**src/rtl/display_scan_control.sv**
```systemverilog
// Four-digit seven-segment scan controller: prescaled digit select, blanked anode drive,
// and a double-buffered display value. Optional macro: LEADING_ZERO_BLANK_EN.
module display_scan_control #(
  parameter int REFRESH_DIV  = 100000,
  parameter int BLANK_CYCLES = 1000
) (
  input  logic        clk,
  input  logic        reset,
  input  logic [15:0] value,
  input  logic        value_valid,
  output logic        value_ready,
  input  logic        enable,
  output logic [3:0]  digit_1,
  output logic [3:0]  digit_2,
  output logic [3:0]  digit_3,
  output logic [3:0]  digit_4,
  output logic [1:0]  refresh_count,
  output logic [3:0]  an,
  output logic        frame_done
);

  localparam int PW = (REFRESH_DIV > 1) ? $clog2(REFRESH_DIV) : 1;
  localparam logic [PW-1:0] PCNT_LAST  = PW'(REFRESH_DIV - 1);
  localparam logic [PW-1:0] BLANK_LAST = PW'((BLANK_CYCLES > 0) ? BLANK_CYCLES - 1 : 0);

  typedef enum logic {S_BLANK, S_DRIVE} state_t;

  state_t      state_reg, state_next;
  logic [PW-1:0] pcnt_reg, pcnt_next;
  logic [1:0]  rc_reg, rc_next;
  logic [3:0]  an_reg, an_next;
  logic        frame_done_reg, frame_done_next;
  logic [15:0] disp_reg, disp_next;
  logic [15:0] shadow_reg;
  logic        pending_reg, pending_next;
  logic        slot_end, frame_end, transfer;
  logic [3:0]  sel_mask, lz_mask;

  assign slot_end  = (pcnt_reg == PCNT_LAST);
  assign frame_end = slot_end && (rc_reg == 2'd3);
  assign transfer  = value_valid && !pending_reg;

  assign pcnt_next    = slot_end ? '0 : pcnt_reg + 1'b1;
  assign rc_next      = slot_end ? rc_reg + 2'd1 : rc_reg;
  assign pending_next = transfer | (pending_reg & ~frame_end);
  assign disp_next    = (frame_end && pending_reg) ? shadow_reg : disp_reg;

  // State register
  always_ff @(posedge clk) begin
    if (reset) begin
      state_reg <= (BLANK_CYCLES == 0) ? S_DRIVE : S_BLANK;
    end else begin
      state_reg <= state_next;
    end
  end

  // Next-state logic
  always_comb begin
    state_next = state_reg;
    if (BLANK_CYCLES == 0) begin
      state_next = S_DRIVE;
    end else if (slot_end) begin
      state_next = S_BLANK;
    end else if (state_reg == S_BLANK && pcnt_reg == BLANK_LAST) begin
      state_next = S_DRIVE;
    end
  end

  // Outputs are computed from next-cycle values so anodes and select change on the same edge.
  for (genvar gi = 0; gi < 4; gi++) begin : g_sel
    assign sel_mask[gi] = (rc_next == 2'(gi));
  end

`ifdef LEADING_ZERO_BLANK_EN
  // A digit is suppressed only if it and every digit to its left are zero; digit_1 never is.
  assign lz_mask[3] = (disp_next[15:12] == 4'h0);
  assign lz_mask[2] = lz_mask[3] && (disp_next[11:8] == 4'h0);
  assign lz_mask[1] = lz_mask[2] && (disp_next[7:4] == 4'h0);
  assign lz_mask[0] = 1'b0;
`else
  assign lz_mask = 4'b0000;
`endif

  always_comb begin
    an_next = 4'b1111;
    if (enable && state_next == S_DRIVE) begin
      an_next = ~(sel_mask & ~lz_mask);
    end
    frame_done_next = (pcnt_next == PCNT_LAST) && (rc_next == 2'd3);
  end

  always_ff @(posedge clk) begin
    if (reset) begin
      pcnt_reg       <= '0;
      rc_reg         <= 2'd0;
      an_reg         <= 4'b1111;
      frame_done_reg <= 1'b0;
      disp_reg       <= 16'h0000;
      shadow_reg     <= 16'h0000;
      pending_reg    <= 1'b0;
    end else begin
      pcnt_reg       <= pcnt_next;
      rc_reg         <= rc_next;
      an_reg         <= an_next;
      frame_done_reg <= frame_done_next;
      disp_reg       <= disp_next;
      pending_reg    <= pending_next;
      if (transfer) begin
        shadow_reg <= value;
      end
    end
  end

  assign value_ready   = !pending_reg;
  assign refresh_count = rc_reg;
  assign an            = an_reg;
  assign frame_done    = frame_done_reg;
  assign digit_1       = disp_reg[3:0];
  assign digit_2       = disp_reg[7:4];
  assign digit_3       = disp_reg[11:8];
  assign digit_4       = disp_reg[15:12];

endmodule

```
**config.mk**
```make
export PLATFORM = sky130hd
export DESIGN_NAME = display_scan_control
export DESIGN_NICKNAME = d
export VERILOG_FILES = /design/src/rtl/display_scan_control.sv
export SDC_FILE = /design/constraint.sdc
export NUM_CORES = 1
export LEC_CHECK = 0
export CORE_MARGIN = 4
export CORE_UTILIZATION = 60
export DETAILED_ROUTE_END_ITERATION = 10
export DONT_BUFFER_PORTS = 1
export GPL_TIMING_DRIVEN = 0
export PLACE_DENSITY_LB_ADDON = 0.12
export SLEW_MARGIN = 20
export SYNTH_ARGS = -nofsm -noshare
export SYNTH_HDL_FRONTEND = slang
export SYNTH_SLANG_ARGS = --single-unit
```
**constraint.sdc**
```tcl
create_clock -name clk -period 2.4 [get_ports clk]
set_input_delay 0.48 -clock clk [delete_from_list [all_inputs] [get_ports clk]]
set_output_delay 0.48 -clock clk [all_outputs]
set_load 0.05 [all_outputs]
```
==> key figures <==
Route
  – Wl on met1: 2270 um
  – Routed WL: roughly 4900 um
  – Metal2 WL: 2140 um
  – Via count: 1996
  – DR vias/cell: ~5.6
  – Max layer used: met4
  – First DRT Iteration DRCs: 47
  – Post-DRT Antenna Nets: 0
  – WL per Instance: 13.8 um
  – Pre-Repair DR Iteration Count: 5
  – WL met3: around 400 um
  – Post-route DRC violation count: 0

CTS
  – Clk slew on worst S/H paths: approximately 0.07 ns
  – CTS tree: yes
  – Max H-tree Level: 3
  – Root Buffer: clkbuf_8
  – Hold buffer count at cts: 0
  – Max Buffers Root-to-Sink: 2
  – Post-CTS resize count: 0
  – Clock Sinks: 58
  – Worst skew pair latency: between 0.3 and 0.4 ns
  – TritonCTS buffer count: 9
  – Setup Buffers After CTS: 0

GRT
  – Remaining global-route overflow: 0
  – Vias in the first global route: 1862
  – Antenna violations before repair: 0
  – Largest net degree at the start of global routing: 12
  – First-pass GRT wire length: ~8400 um
  – GRT Total Usage: 20.4%

Worst setup path
  – Crit path launch: pcnt_reg[0]
  – WP data arrival: between 2 and 2.5 ns
  – Setup crit end kind: flop
  – Critical path class: reg2reg
  – Setup crit start kind: flop
  – CP required: approximately 2.6 ns
  – Flop-to-flop setup slack: 0.25 ns
  – Crit path max fanout: 10
  – Reg2reg start: pcnt_reg[0]

Pwr
  – Pwr/cell area: 675 nW/um^2
  – Peak VDD IR: 0.517 mV
  – Pwr Total: 0.00187 W
  – LEAKAGE: 0.966 nW

Timing
  – Setup TNS: 0 ns
  – Min Tclk post-route: approximately 2.2 ns
  – Maximum clock rate: 465 MHz
  – Fin crit share: between 80% and 90%
  – Final-report max-slew violation count: 0
  – Hold Fails Final Rpt: 0
  – Rel. slew slack: ~57%
  – # setup viols final: 0
  – Actual slew at the worst max-slew pin: 0.637 ns
  – Worst Skew: between 0.01 and 0.015 ns
  – Final setup margin: 0.248 ns
  – Unrepaired setup endpoints after global routing: false

Yosys
  – Register area share after synthesis: 45.9%
  – Count leader, synth: dfxtp_1
  – Cell Area, Synth: about 2500 um^2
  – Post-Syn Instances: approximately 290
  – Net count of the mapped netlist: roughly 310
  – #FFs+latches synth: between 50 and 60
  – Post-synth EDFFs: 0
  – Main area contributors after synthesis: dfxtp_1 46%, mux2i_1 7.1%, nand2_1 6.4%
  – Dominant synthesized flop cell: dfxtp_1
  – Mapped Avg Cell Area: 8.69 um^2
  – Synth top cells by count: 58 x dfxtp_1, 43 x nand2_1, 41 x nor2_1
  – Synth warn: 0
  – Number of distinct library cells after synthesis: 45
  – Post-synth top area cell: dfxtp_1
  – Post-synth top area share: 45.9%
  – Async S/R FF share, synth: 0%

Placement
  – GP Congestion: 0.822
  – DP Area: 2590 um^2
  – Place WS: approximately 0.26 ns
  – DP HPWL: 3410 um
  – Port bufs: 0

Finish
  – Share of layout cells above drive strength 1: roughly 11%
  – Area grow syn2layout: 9.55%
  – Final design utilization: 68.8%
  – Number of flip-flops in the largest register: 17
  – Nets: 324
  – Antenna cells: 0
  – Final Cell Area: 2770 um^2

Die
  – Chip Height: about 73 um
  – Core area: 4030 um^2
  – Die ar.: 5320 um^2
  – DIE WIDTH: between 70 and 80 um
  – Initial core utilization: 62.8%
  – Row count: 23
  – Io pins: 44

Run
  – Max-cap violations: 0

Run status
  – Status: finished clean

Hold path
  – Hold Crit Class: in2reg
  – Hold Path Origin: value[0]
==> stage by stage <==
stage	hold WS, ns	cells
final	0.265	357
after global routing	0.269	357
after CTS	0.264	357
after detailed placement	0.449	341
after global placement	0.443	341
after floorplan	0.424	291
==> kinds of logic (layout without fill, tap and decap cells) <==
logic type / count (synthesis) / in the layout / share of synthesized area, %
AO/OA/AOI/OAI: 39 / 39 / 9.06
XOR/XNOR: 14 / 14 / 4.85
adder cells (fa/ha/maj): 2 / 2 / 0.989
buffers and inverters: 27 / 43 / 5.74
flip-flops: 58 / 58 / 45.9
multiplexers: 18 / 18 / 7.13
AND/OR/NAND/NOR: 133 / 133 / 26.3
==> metal layers <==
metal | track usage, % | vias to the layer above
met4 | 10.5 | 0
met3 | 6.47 | 8
met2 | 31.0 | 59
met5 | 0 | -
li1 | - | 1014
met1 | 25.9 | 915
==> path summary, 6_finish.rpt <==
check,to,cells past startpoint
worst max-delay path,disp_reg[12],9
worst min-delay path,shadow_reg[0],2
worst max register to register,disp_reg[12],9
worst min register to register,shadow_reg[8],2
==> area by class of cell <==
cell class                      instances  area, um^2
Fill cell                             340        1260
Multi-Input combinational cell        206        1220
Sequential cell                        58        1160
Clock buffer                           10         138
Buffer                                 21         123
Tap cell                               50        62.6
Clock inverter                          6        41.3
Inverter                                6        22.5
==> where the power goes <==
part	switching, W	internal (W)	leakage [nW]
registers	0.0000126	0.000983	0.471
clock network	0.000397	0.000401	0.0847
logic	0.0000537	0.0000227	0.411
total	0.000463	0.00141	0.966
==> layout by cell type, fill, tap and decap left out, types with 2 or more instances in the layout <==
cell type,n
clkbuf_1,9
clkinvlp_4,3
nand4_1,4
dfxtp_1,58
and3_1,3
clkinv_2,2
ha_1,2
xor2_1,6
nand2_1,43
buf_6,2
a21oi_1,23
xnor2_1,8
nor4_1,3
nand3_1,9
nor3_1,9
o21ai_0,7
mux2i_1,18
and4_1,3
nor3b_1,3
clkbuf_8,10
nor2_1,41
buf_2,7
inv_1,6
or3_1,3
==> worst max-delay path, cell delays in order (launching register included) <==
cell	delay [ns]
dfxtp_1	0.43
ha_1	0.17
buf_2	0.21
and2_1	0.22
nand4_2	0.17
nor3_2	0.23
buf_6	0.19
buf_12	0.15
mux2i_1	0.19
nor2_1	0.06
Note: power is estimated with default switching activity, not from simulation.
